===== config.mk =====
export PLATFORM = sky130hd
export DESIGN_NAME = hazard_ctrl
export DESIGN_NICKNAME = d
export VERILOG_FILES = /design/src/rtl/hazard_ctrl_pkg.sv /design/src/rtl/hazard_ctrl_div_handshake.sv /design/src/rtl/hazard_ctrl.sv
export SDC_FILE = /design/constraint.sdc
export NUM_CORES = 1
export LEC_CHECK = 0
export BUFFER_PORTS_ARGS = -buffer_cell sky130_fd_sc_hd__buf_2
export CORE_UTILIZATION = 50
export DETAILED_ROUTE_END_ITERATION = 16
export PLACE_DENSITY_LB_ADDON = 0.3
export SLEW_MARGIN = 25
export SYNTH_ARGS = -nofsm -noshare
export SYNTH_HDL_FRONTEND = slang
export SYNTH_SLANG_ARGS = --single-unit

===== constraint.sdc =====
create_clock -name clk -period 2.15 [get_ports clk]
set_input_delay 0 -clock clk [delete_from_list [all_inputs] [get_ports clk]]
set_output_delay 0 -clock clk [all_outputs]
set_load 0.02 [all_outputs]

===== src/rtl/hazard_ctrl_pkg.sv =====
// Shared encodings for the hazard controller: divider handshake states and
// forwarding mux selects.
package hazard_ctrl_pkg;

    typedef enum logic [1:0] {
        IDLE = 2'b00,
        BUSY = 2'b01,
        DONE = 2'b10
    } div_state_e;

    localparam logic [1:0] FWD_RF = 2'b00;
    localparam logic [1:0] FWD_W  = 2'b01;
    localparam logic [1:0] FWD_M  = 2'b10;

    // $0 is hardwired to zero, so it never produces a dependency.
    function automatic logic reg_match(input logic [4:0] dst, input logic [4:0] src);
        return (dst != 5'd0) && (dst == src);
    endfunction

endpackage


===== src/rtl/hazard_ctrl_div_handshake.sv =====
// Start/done handshake with the multi-cycle divider, including a watchdog
// that releases the pipeline if the divider never answers.
//
//   state | meaning
//   IDLE  | no division in flight; divE fires div_start and stalls this cycle
//   BUSY  | waiting for div_done; pipeline frozen, watchdog counting
//   DONE  | result written to HI/LO this cycle; no stall, no restart
module div_handshake
    import hazard_ctrl_pkg::*;
#(
    parameter int DIV_MAX_CYCLES = 40,
    parameter int CNT_W          = 6
) (
    input  logic clk,
    input  logic rst,
    input  logic div_e,
    input  logic div_done,
    output logic div_start,
    output logic div_busy,
    output logic div_err,
    output logic div_stall
);

    localparam logic [CNT_W-1:0] CNT_LAST = CNT_W'(DIV_MAX_CYCLES - 1);

    div_state_e       state_q, state_d;
    logic [CNT_W-1:0] cnt_q, cnt_d;
    logic             err_q, err_d;

    always_comb begin
        state_d   = state_q;
        cnt_d     = cnt_q;
        err_d     = err_q;
        div_start = 1'b0;
        div_busy  = 1'b0;
        div_stall = 1'b0;
        case (state_q)
            IDLE: begin
                if (div_e) begin
                    div_start = 1'b1;
                    div_stall = 1'b1;
                    cnt_d     = '0;
                    state_d   = BUSY;
                end
            end
            BUSY: begin
                div_busy  = 1'b1;
                div_stall = 1'b1;
                if (div_done) begin
                    state_d = DONE;
                end else if (cnt_q == CNT_LAST) begin
                    // Give up rather than deadlock the pipeline; error stays sticky.
                    err_d   = 1'b1;
                    state_d = DONE;
                end else begin
                    cnt_d = cnt_q + CNT_W'(1);
                end
            end
            DONE: begin
                state_d = IDLE;
            end
            default: begin
                state_d = IDLE;
            end
        endcase
    end

    always_ff @(posedge clk) begin
        if (rst) begin
            state_q <= IDLE;
            cnt_q   <= '0;
            err_q   <= 1'b0;
        end else begin
            state_q <= state_d;
            cnt_q   <= cnt_d;
            err_q   <= err_d;
        end
    end

    assign div_err = err_q;

endmodule


===== src/rtl/hazard_ctrl.sv =====
// Hazard, forwarding and stall/flush controller for the 5-stage MIPS core.
// Forwarding and load/branch stalls are combinational; divider sequencing lives in div_handshake.
module hazard_ctrl
    import hazard_ctrl_pkg::*;
#(
    parameter int DIV_MAX_CYCLES = 40,
    parameter int CNT_W          = 6
) (
    input  logic       clk,
    input  logic       rst,
    input  logic [4:0] rsD,
    input  logic [4:0] rtD,
    input  logic [4:0] rsE,
    input  logic [4:0] rtE,
    input  logic [4:0] writeregE,
    input  logic [4:0] writeregM,
    input  logic [4:0] writeregW,
    input  logic       regwriteE,
    input  logic       regwriteM,
    input  logic       regwriteW,
    input  logic       memtoregE,
    input  logic       memtoregM,
    input  logic       branchD,
    input  logic       jrD,
    input  logic       divE,
    input  logic       div_done,
    output logic       forwardaD,
    output logic       forwardbD,
    output logic [1:0] forwardaE,
    output logic [1:0] forwardbE,
    output logic       stallF,
    output logic       stallD,
    output logic       stallE,
    output logic       flushE,
    output logic       flushM,
    output logic       div_start,
    output logic       div_busy,
    output logic       div_err
);

    logic lw_stall;
    logic br_stall;
    logic div_stall;
    logic br_dep_e;
    logic br_dep_m;

    div_handshake #(
        .DIV_MAX_CYCLES(DIV_MAX_CYCLES),
        .CNT_W         (CNT_W)
    ) u_div_handshake (
        .clk      (clk),
        .rst      (rst),
        .div_e    (divE),
        .div_done (div_done),
        .div_start(div_start),
        .div_busy (div_busy),
        .div_err  (div_err),
        .div_stall(div_stall)
    );

    always_comb begin
        forwardaE = FWD_RF;
        if (regwriteM && reg_match(writeregM, rsE)) begin
            forwardaE = FWD_M;
        end else if (regwriteW && reg_match(writeregW, rsE)) begin
            forwardaE = FWD_W;
        end

        forwardbE = FWD_RF;
        if (regwriteM && reg_match(writeregM, rtE)) begin
            forwardbE = FWD_M;
        end else if (regwriteW && reg_match(writeregW, rtE)) begin
            forwardbE = FWD_W;
        end
    end

    assign forwardaD = regwriteM && reg_match(writeregM, rsD);
    assign forwardbD = regwriteM && reg_match(writeregM, rtD);

    assign lw_stall = memtoregE && (reg_match(rtE, rsD) || reg_match(rtE, rtD));

    // jr only reads rs, so rt dependencies only matter for branches.
    assign br_dep_e = regwriteE &&
                      (reg_match(writeregE, rsD) || (branchD && reg_match(writeregE, rtD)));
    assign br_dep_m = memtoregM &&
                      (reg_match(writeregM, rsD) || (branchD && reg_match(writeregM, rtD)));
    assign br_stall = (branchD || jrD) && (br_dep_e || br_dep_m);

    assign stallF = lw_stall | br_stall | div_stall;
    assign stallD = stallF;
    assign stallE = div_stall;
    // A held ID-EX must keep its instruction, so the divider stall wins over the bubble.
    assign flushE = (lw_stall | br_stall) & ~div_stall;
    assign flushM = div_stall;

endmodule


==> out/qor.yml, run 1 <==
global_routing:
  grt.total_usage_pct: 26.5
  grt_pass1_vias: 1173
  overflow: 0
  grt_pass1_wl_mm: 5.19
  grt_max_degree: 10
  antenna_found_initial: 0
clock_tree:
  clk_latency_ns: 0.27
  cts_buffers: 3
  cts-resized-gates: 0
  clkSlewWorstSetupHoldPaths_ns: 0.06
  h-tree-depth: 1
  cts_tree: "done"
  clock_sinks: 9
  post-cts-setup-buffers: 0
  cts_root_buf: "clkbuf_4"
  cts_buffer_depth: 2
timing:
  rsz0062_at_grt: "no"
  tightestPinTransition_ns: 0.459
  period_needed_ns: 1.60
  final-max-slew-violation-count: 0
  clock_skew_ns: 0.00267
  setup_viol: 0
  fmax_mhz: 624
  slew_headroom_pct: 69.3
  fin_tns_setup_ns: 0
  post-route-period-util_pct: 74.5
  hold_viol_final: 0
floorplan:
  die_area_um2: 2610
  initial_utilization_pct: 53.9
  num_rows: 17
  die_w_um: 51.1
  fp.dieH_um: 51.1
  io_pins: 60
  core-area_um2: 2230
drt:
  drtIter0Drc: 17
  dr.pass1.iters: 4
  drtAntennaViolNets: 0
  viasPerCell: 5.36
  vias: 1221
  wl_per_cell_um: 14.1
  wl_mm: 3.22
  drc: 0
synth:
  synth_fp_nets: 195
  ys_ff_latch: 9
  synth.distinct_cells: 35
  synthArstFlopShare_pct: 0
  synth_area_leader_cell: "xor2_1"
  synth_area_um2: 1200
  netlist_top_cells_area: "xor2_1, dfxtp_1, xnor2_1, nor2_1, nor4_2"
  syn_area_per_cell_um2: 8.13
  yosys_warnings: 0
  synth_edf_count: 0
  ys_seq_area_share_pct: 15.0
  syn_inst: 148
  post-synth-top-area-fraction_pct: 29.8
  synth_flop_cell: "dfxtp_1"
place:
  port_buffers: 59
  hpwl_mm: 2.68
  place_congestion: 0.763
layout:
  antennaDiodeCount: 0
  layout_commonest_cell: "buf_2"
  drive_gt1_share_pct: 35.5
  multiInputGateArea_um2: 946
  final_nets: 248
  final_cell_mix: "buf_2, xor2_1, nor2_1"
  syn_to_final_growth_pct: 25.3
  final.fill_count: 200
  layout.area.seq_um2: 180
  utilization_pct: 67.5
pwr:
  p_per_area_nw_per_um2: 372
  ir_worst_vdd_uv: 396
  power.leakage_nw: 0.648
critical_path:
  cpLargestDelayFamily: "compound AO/OA/AOI/OAI gates"
  crit_chain: "ha_1 -> nand2_1 -> o41ai_4 -> nand2_1 -> xnor2_1 -> nor2_1"
  crit_required_ns: 2.30
  cp_max_fo: 7
  critPathMaxStageDelay_ns: 0.41
  crit_slowest_cell: "o41ai_4"
  crit_path_start_kind: "register"
  worstSetupEndpointType: "register"
  critPathBufInv: 0
  path_class: "reg -> reg"
  path_common_cell: "nand2_1"
  cp_data_arrival_time_ns: 1.76
flow_run:
  max-cap-violations: 0
min_path:
  hold_class: "in -> reg"
outcome:
  status: "complete, no violations"
==> report_power, final <==
part           switching [W]  internal, W  total, W
sequential        0.00000446     0.000172  0.000176
combinational       0.000143     0.000109  0.000252
clock              0.0000616    0.0000717  0.000133
==> registers in the layout, summed over array words and instances, names as in the netlist <==
signal and count:
u_div_handshake.state_q 2, u_div_handshake.cnt_q 6, u_div_handshake.div_err 1
==> worst paths after layout <==
path,start,to,slack [ns],cells after the start
worst max register to register,u_div_handshake.cnt_q[0],u_div_handshake.cnt_q[0],0.55,6
worst min register to register,u_div_handshake.div_err,u_div_handshake.div_err,0.48,2
worst max-delay path,u_div_handshake.cnt_q[0],u_div_handshake.cnt_q[0],0.55,6
worst min-delay path,div_done,u_div_handshake.state_q[1],0.08,3
==> per-stage QoR <==
stage	setup slack (ns)	instance area [µm²]	power, W	hold WS (ns)	instances
global route	0.424	1510	0.000591	0.0975	228
global placement	0.656	1470	0.000418	0.215	223
finish	0.548	1510	0.000562	0.0762	228
CTS	0.551	1510	0.000562	0.0816	228
detailed placement	0.578	1470	0.000429	0.227	223
floorplan	0.656	1200	0.000341	0.0691	148
==> synth_stat cells (4+ instances only) <==
| cell | number |
|---|---|
| inv_1 | 4 |
| nor3_1 | 6 |
| dfxtp_1 | 9 |
| clkbuf_1 | 7 |
| a21oi_1 | 5 |
| nand3_1 | 6 |
| nor4_2 | 4 |
| xnor2_1 | 14 |
| xor2_1 | 41 |
| nor2_1 | 15 |
| nand2_1 | 5 |
| or4_1 | 5 |
==> layout make-up <==
class	count	area share, %
tap	28	2.32
timing repair buffer	60	20.2
multi-input combinational	123	62.7
inverter	4	0.996
sequential	9	12.0
clock buffer	4	1.74
==> metal layers <==
metal	global-route usage [%]	share of wire [%]
met2	49.1	51
met1	29.5	41
met5	0	0
met3	2.38	4.9
met4	13.9	3.1
==> worst reg2reg max path, cell delays in order (launching register included) <==
cell	delay, ns
dfxtp_1	0.37
ha_1	0.18
nand2_1	0.12
o41ai_4	0.41
nand2_1	0.17
xnor2_1	0.18
nor2_1	0.06
==> cell families (layout without fill, tap and decap cells) <==
kind of cell,Yosys count,after routing,share of synthesized area (%)
DFF,9,9,15.0
xor gates and xnor gates,55,55,40.0
buffers and inverters,16,68,6.44
AOI/OAI and AO/OA,19,19,13.7
and+or+nand+nor,48,48,23.8
adders and majority gates,1,1,1.04
==> what timing repair did <==
item	in CTS	in global routing
endpoints found under the hold margin	3	0
endpoints found under the setup margin	0	0
hold buffers	1	0
Power figures use the tool's default switching activity.
==> inputs of run 2 (changes only) <==
CORE_UTILIZATION = 46   (was 50)
clock period = 1.5 ns   (was 2.15 ns; I/O delays follow)
==> run 2 against run 1 <==
Against the previous run: clock skew up 0.0060 ns; largest power group unchanged; power up 52%; clock power up 49%; sequential share of layout area down 0.95 points; cell area up 12%; utilization up 0.42 points; fmax up 8.1%; combinational power up 60%; sequential power up 44%; clock-buffer cell count unchanged; critical endpoint is now u_div_handshake.cnt_q[5]; highest routed layer unchanged; via count up 5.7%.
==> out/qor.yml, run 2 (synthesis results as in run 1) <==
outcome:
  status: "complete, no violations"
clock_tree:
  h-tree-depth: 1  # unchanged
  cts_buffers: 3  # unchanged
  clock_sinks: 9  # unchanged
  cts_root_buf: "clkbuf_4"
  cts_buffer_depth: 2  # unchanged
  clk_latency_ns: 0.27  # about the same
  cts_tree: "done"
  clkSlewWorstSetupHoldPaths_ns: 0.07  # about the same
global_routing:
  antenna_found_initial: 0  # unchanged
  grt_pass1_vias: 1169  # -0.34%
  grt_max_degree: 7  # -3
  grt.total_usage_pct: 25.6  # -0.93 points
  grt_pass1_wl_mm: 5.23  # +0.81%
  overflow: 0  # unchanged
floorplan:
  num_rows: 18  # +1
  io_pins: 60  # unchanged
  die_area_um2: 2830  # +8.4%
  core-area_um2: 2480  # +11%
  fp.dieH_um: 53.2  # +4.1%
  die_w_um: 53.2  # +4.1%
  initial_utilization_pct: 48.6  # -5.3 points
pwr:
  ir_worst_vdd_uv: 698  # +76%
  power.leakage_nw: 0.748  # +15%
  p_per_area_nw_per_um2: 508  # +36%
  p_total_w: 0.000855  # +52%
layout:
  largest_reg_flops: 6  # unchanged
  antennaDiodeCount: 0  # unchanged
  layout_commonest_cell: "buf_2"
  drive_gt1_share_pct: 44.2  # +8.7 points
  final_nets: 265  # +6.9%
  final_cell_mix: "buf_2, xor2_1, buf_4"
  final_cell_area_um2: 1680  # +12%
  utilization_pct: 67.9  # +0.42 points
  syn_to_final_growth_pct: 39.8
  top_register: "u_div_handshake.cnt_q"
timing:
  rsz0062_at_grt: "yes"
  timing.hold.ws_ns: 0.0640  # -0.0122 ns
  clock_skew_ns: 0.00865  # +0.00598 ns
  slew_headroom_pct: 79.2  # +9.9 points
  final.setup.worst_slack_ns: 0.0174  # -0.530 ns
  tightestPinTransition_ns: 0.310  # -0.149 ns
  post-route-period-util_pct: 98.8  # +24 points
  fmax_mhz: 675  # +8.1%
  hold_viol_final: 0  # unchanged
  period_needed_ns: 1.48  # -0.120 ns
  setup_viol: 0  # unchanged
  final-max-slew-violation-count: 0  # unchanged
critical_path:
  crit_required_ns: 1.66  # -0.64 ns
  worstSetupEndpointType: "register"
  cp_max_fo: 2  # -5
  crit_path_start_kind: "register"
  worstReg2RegStart: "u_div_handshake.state_q[1]"
  reg2reg_slack_ns: 0.02  # -0.53 ns
  path_class: "reg -> reg"
  r2r_end: "u_div_handshake.cnt_q[5]"
  r2r_cells: 6  # unchanged
  cp_data_arrival_time_ns: 1.65  # -0.11 ns
place:
  dpl-instance-area_um2: 1550  # +5.3%
  dp_worst_setup_slack_ns: -0.0529  # -0.631 ns
  hpwl_mm: 2.74  # +2.4%
  port_buffers: 59  # unchanged
  place_congestion: 0.823  # +7.8%
min_path:
  whs_endpoint: "u_div_handshake.state_q[1]"
  whs_path_depth: 3  # unchanged
  hold_class: "in -> reg"
  hold_path_startpoint: "div_done"
drt:
  drc: 0  # unchanged
  wl_mm: 3.53  # +9.7%
  vias: 1290  # +5.7%
  viasPerCell: 5.22  # -2.5%
  dr.pass1.iters: 6  # +2
  drtAntennaViolNets: 0  # unchanged
  wl_per_cell_um: 14.3  # +1.2%
  drtIter0Drc: 11  # -6
flow_run:
  max-cap-violations: 0  # unchanged
-- run 2: per-layer routing --
| metal | GRT usage [%] | up-vias | part of all wire (%) |
|---|---|---|---|
| met5 | 0 | - | 0 |
| met4 | 5.26 | 0 | 0.62 |
| met3 | 1.72 | 2 | 3.6 |
| met2 | 51.1 | 36 | 54 |
| met1 | 28.9 | 613 | 42 |
| li1 | - | 639 | - |
-- run 2: area by class of cell --
| type | count | area [µm²] |
|---|---|---|
| clock buffer | 4 | 26.3 |
| multi-input combinational | 123 | 986 |
| timing repair buffer | 77 | 433 |
| sequential | 9 | 185 |
| fill | 207 | 795 |
| tap | 30 | 37.5 |
| inverter | 4 | 15.0 |
-- run 2: repair_timing --
| action | 4_1_cts | 5_1_grt |
|---|---|---|
| gates cloned | 0 | 0 |
| gates resized for setup | 10 | 1 |
| hold buffers | 1 | 0 |
| endpoints found under the hold margin | 3 | 0 |
| endpoints found under the setup margin | 5 | 6 |
| pin swaps | 6 | 6 |
| buffers inserted | 6 | 2 |
-- run 2: worst max-delay path by stage --
stage	start	to	cells after the start
after CTS	u_div_handshake.cnt_q[1]	u_div_handshake.cnt_q[4]	7
after global placement	u_div_handshake.state_q[1]	u_div_handshake.cnt_q[5]	5
final	u_div_handshake.state_q[1]	u_div_handshake.cnt_q[5]	6
after detailed placement	u_div_handshake.cnt_q[1]	u_div_handshake.cnt_q[4]	6
after floorplan	writeregM[2]	forwardaE[0]	5
after global routing	u_div_handshake.state_q[1]	u_div_handshake.cnt_q[5]	6
-- run 2: report_power, final --
group	switching, W	total, W	internal, W	leakage [nW]
sequential	0.00000700	0.000254	0.000247	0.0746
clock	0.0000948	0.000198	0.000103	0.0150
combinational	0.000218	0.000403	0.000185	0.658
-- run 2: through the flow --
stage | setup TNS [ns] | instances
global placement | 0 | 235
finish | 0 | 247
detailed placement | -0.147 | 235
CTS | -0.0721 | 245
floorplan | 0 | 148
global route | -0.0926 | 247
-- run 2: critical path, stage by stage (launching register included) --
cell	delay [ns]
dfxtp_2	0.34
nor3b_4	0.25
o41ai_4	0.12
buf_4	0.16
a2111oi_4	0.30
xnor2_1	0.15
nor2_1	0.05
==> inputs of run 3 (changes only) <==
CELL_PAD_IN_SITES_DETAIL_PLACEMENT = 1   (was unset)
CELL_PAD_IN_SITES_GLOBAL_PLACEMENT = 2   (was unset)
CORE_UTILIZATION = 24   (was 46)
==> run 3 against run 2 <==
Against the previous run: fmax about the same; largest power group unchanged; power up 9.9%; utilization down 31 points; sequential cell count unchanged; largest cell class unchanged.
==> out/qor.yml, run 3 (synthesis results as in run 1) <==
pwr:
  ir_worst_vdd_uv: 611  # -12%
  power.leakage_nw: 0.752  # +0.53%
  power_frac_clock_pct: 29.9  # +6.8 points
  p_per_area_nw_per_um2: 538  # +5.9%
  p_int_w: 0.000615  # +15%
  p_comb_share_pct: 43.1  # -4.1 points
  switching_share_pct: 34.6  # -2.8 points
  p_seq_share_pct: 27.1  # -2.6 points
  netSwitchingPower_w: 0.000325  # +1.6%
critical_path:
  worstReg2RegStart: "u_div_handshake.state_q[1]"
  worstSetupEndpointType: "register"
  crit_start: "u_div_handshake.state_q[1]"
  crit_required_ns: 1.61  # -0.05 ns
  critPathMaxStageDelay_ns: 0.33  # about the same
  crit_path_start_kind: "register"
  cp_data_arrival_time_ns: 1.59  # -0.06 ns
  path_class: "reg -> reg"
  crit_chain: "nor3b_4 -> o41ai_4 -> buf_4 -> a2111oi_4 -> xnor2_1 -> nor2_1"
  crit_slowest_cell: "dfxtp_2"
  cp_max_fo: 4  # +2
timing:
  period_needed_ns: 1.48  # +0.000373 ns
  post-route-period-util_pct: 98.9  # about the same
  final-max-slew-violation-count: 0  # unchanged
  tightestPinTransition_ns: 0.327  # +0.0169 ns
  fin_tns_setup_ns: 0  # unchanged
  clock_skew_ns: 0.00176  # -0.00689 ns
  setup_viol: 0  # unchanged
  slew_headroom_pct: 78.0  # -1.1 points
  fmax_mhz: 674  # about the same
  hold_viol_final: 0  # unchanged
  rsz0062_at_grt: "yes"
min_path:
  hold_path_startpoint: "div_done"
  hold_class: "in -> reg"
layout:
  utilization_pct: 36.5  # -31 points
  antennaDiodeCount: 0  # unchanged
  syn_to_final_growth_pct: 45.0
  final_nets: 264  # -0.38%
  drive_gt1_share_pct: 44.4  # +0.20 points
  final.fill_count: 598  # +190%
  largest_reg_flops: 6  # unchanged
  final_cell_mix: "buf_2, xor2_1, buf_4"
  layout_commonest_cell: "buf_2"
  top_register: "u_div_handshake.cnt_q"
  finalNonFillerCells: 283  # +15%
floorplan:
  die_w_um: 72.8  # +37%
  fp.dieH_um: 72.8  # +37%
  core-area_um2: 4790  # +93%
  initial_utilization_pct: 25.2  # -23 points
  num_rows: 25  # +7
  io_pins: 60  # unchanged
  die_area_um2: 5300  # +88%
drt:
  vias: 1309  # +1.5%
  wl_per_cell_um: 14.7  # +2.9%
  met1_length_mm: 1.74  # +17%
  wl_mm: 4.17  # +18%
  drtAntennaViolNets: 0  # unchanged
  maxUsedRoutingLayer: "met4"
  drc: 0  # unchanged
  drtIter0Drc: 31  # +20
  wl_met3_um: 183  # +45%
  wl_met2_mm: 2.23  # +17%
  dr.pass1.iters: 4  # -2
  viasPerCell: 4.63  # -11%
place:
  place_congestion: 0.871  # +5.9%
  port_buffers: 59  # unchanged
  placed_cells: 273  # +16%
  hpwl_mm: 3.45  # +26%
clock_tree:
  clk_latency_ns: 0.23  # -0.04 ns
  clkSlewWorstSetupHoldPaths_ns: 0.04  # -0.03 ns
  cts_tree: "done"
  cts_buffers: 3  # unchanged
  cts_buffer_depth: 2  # unchanged
  cts_root_buf: "clkbuf_8"
  h-tree-depth: 1  # unchanged
  clock_sinks: 9  # unchanged
global_routing:
  grt_pass1_wl_mm: 6.71  # +28%
  grt_pass1_vias: 1415  # +21%
  overflow: 0  # unchanged
  antenna_found_initial: 0  # unchanged
  grt_max_degree: 7  # unchanged
  grt.total_usage_pct: 16.3  # -9.3 points
flow_run:
  max-cap-violations: 0  # unchanged
outcome:
  status: "complete, no violations"
[run 3: power by group through the flow]
stage	Sequential (W)	Combinational (W)	Clock, W
2_1_floorplan	0.000257	0.000232	0
3_3_place_gp	0.000255	0.000377	0
3_5_place_dp	0.000256	0.000389	0
4_1_cts	0.000254	0.000403	0.000290
5_1_grt	0.000255	0.000445	0.000303
6_report	0.000255	0.000405	0.000281
[run 3: path summary, 6_finish.rpt]
check        cells past startpoint  slack [ns]                          to
max reg2reg                      6        0.02    u_div_handshake.cnt_q[5]
min                              3        0.11  u_div_handshake.state_q[1]
max                              6        0.02    u_div_handshake.cnt_q[5]
min reg2reg                      2        0.52     u_div_handshake.div_err
[run 3: critical path, delay by kind of cell, from the launching register on]
kind / cells / cell delay, ns
xor gates and xnor gates: 1 / 0.15
and+or+nand+nor: 2 / 0.30
AOI/OAI and AO/OA: 2 / 0.41
DFF: 1 / 0.33
buffers and inverters: 1 / 0.17
[run 3: area by class of cell]
class                   count  area (µm²)  area share, %
clock buffers               4        45.0           2.58
repair buffers             76         425           24.4
flip-flops and latches      9         188           10.8
multi-input cells         123         988           56.6
inverters                   4        15.0          0.860
well taps                  67        83.8           4.80
[run 3: what timing repair did]
item / CTS / global route
cloned: 0 / 0
endpoints found under the setup margin: 6 / 6
gates resized for setup: 8 / 5
hold endpoints to repair: 3 / 0
buffers inserted: 4 / 1
hold buffers: 1 / 0
pin swaps: 8 / 4
[run 3: per-layer routing]
| layer | track usage, % | vias to the layer above |
|---|---|---|
| met5 | 0 | - |
| met1 | 18.9 | 632 |
| met2 | 32.3 | 35 |
| met4 | 1.96 | 0 |
| met3 | 2.21 | 2 |
| li1 | - | 640 |
[run 3: metrics by stage]
stage | hold WS, ns | total power (W) | instance area, µm² | worst slack (ns)
3_5_place_dp | 0.216 | 0.000645 | 1600 | -0.0752
6_report | 0.107 | 0.000940 | 1750 | 0.0171
2_1_floorplan | 0.0691 | 0.000489 | 1200 | 0.00591
5_1_grt | 0.140 | 0.00100 | 1750 | -0.0616
4_1_cts | 0.114 | 0.000947 | 1730 | -0.0320
3_3_place_gp | 0.211 | 0.000632 | 1600 | 0.0290
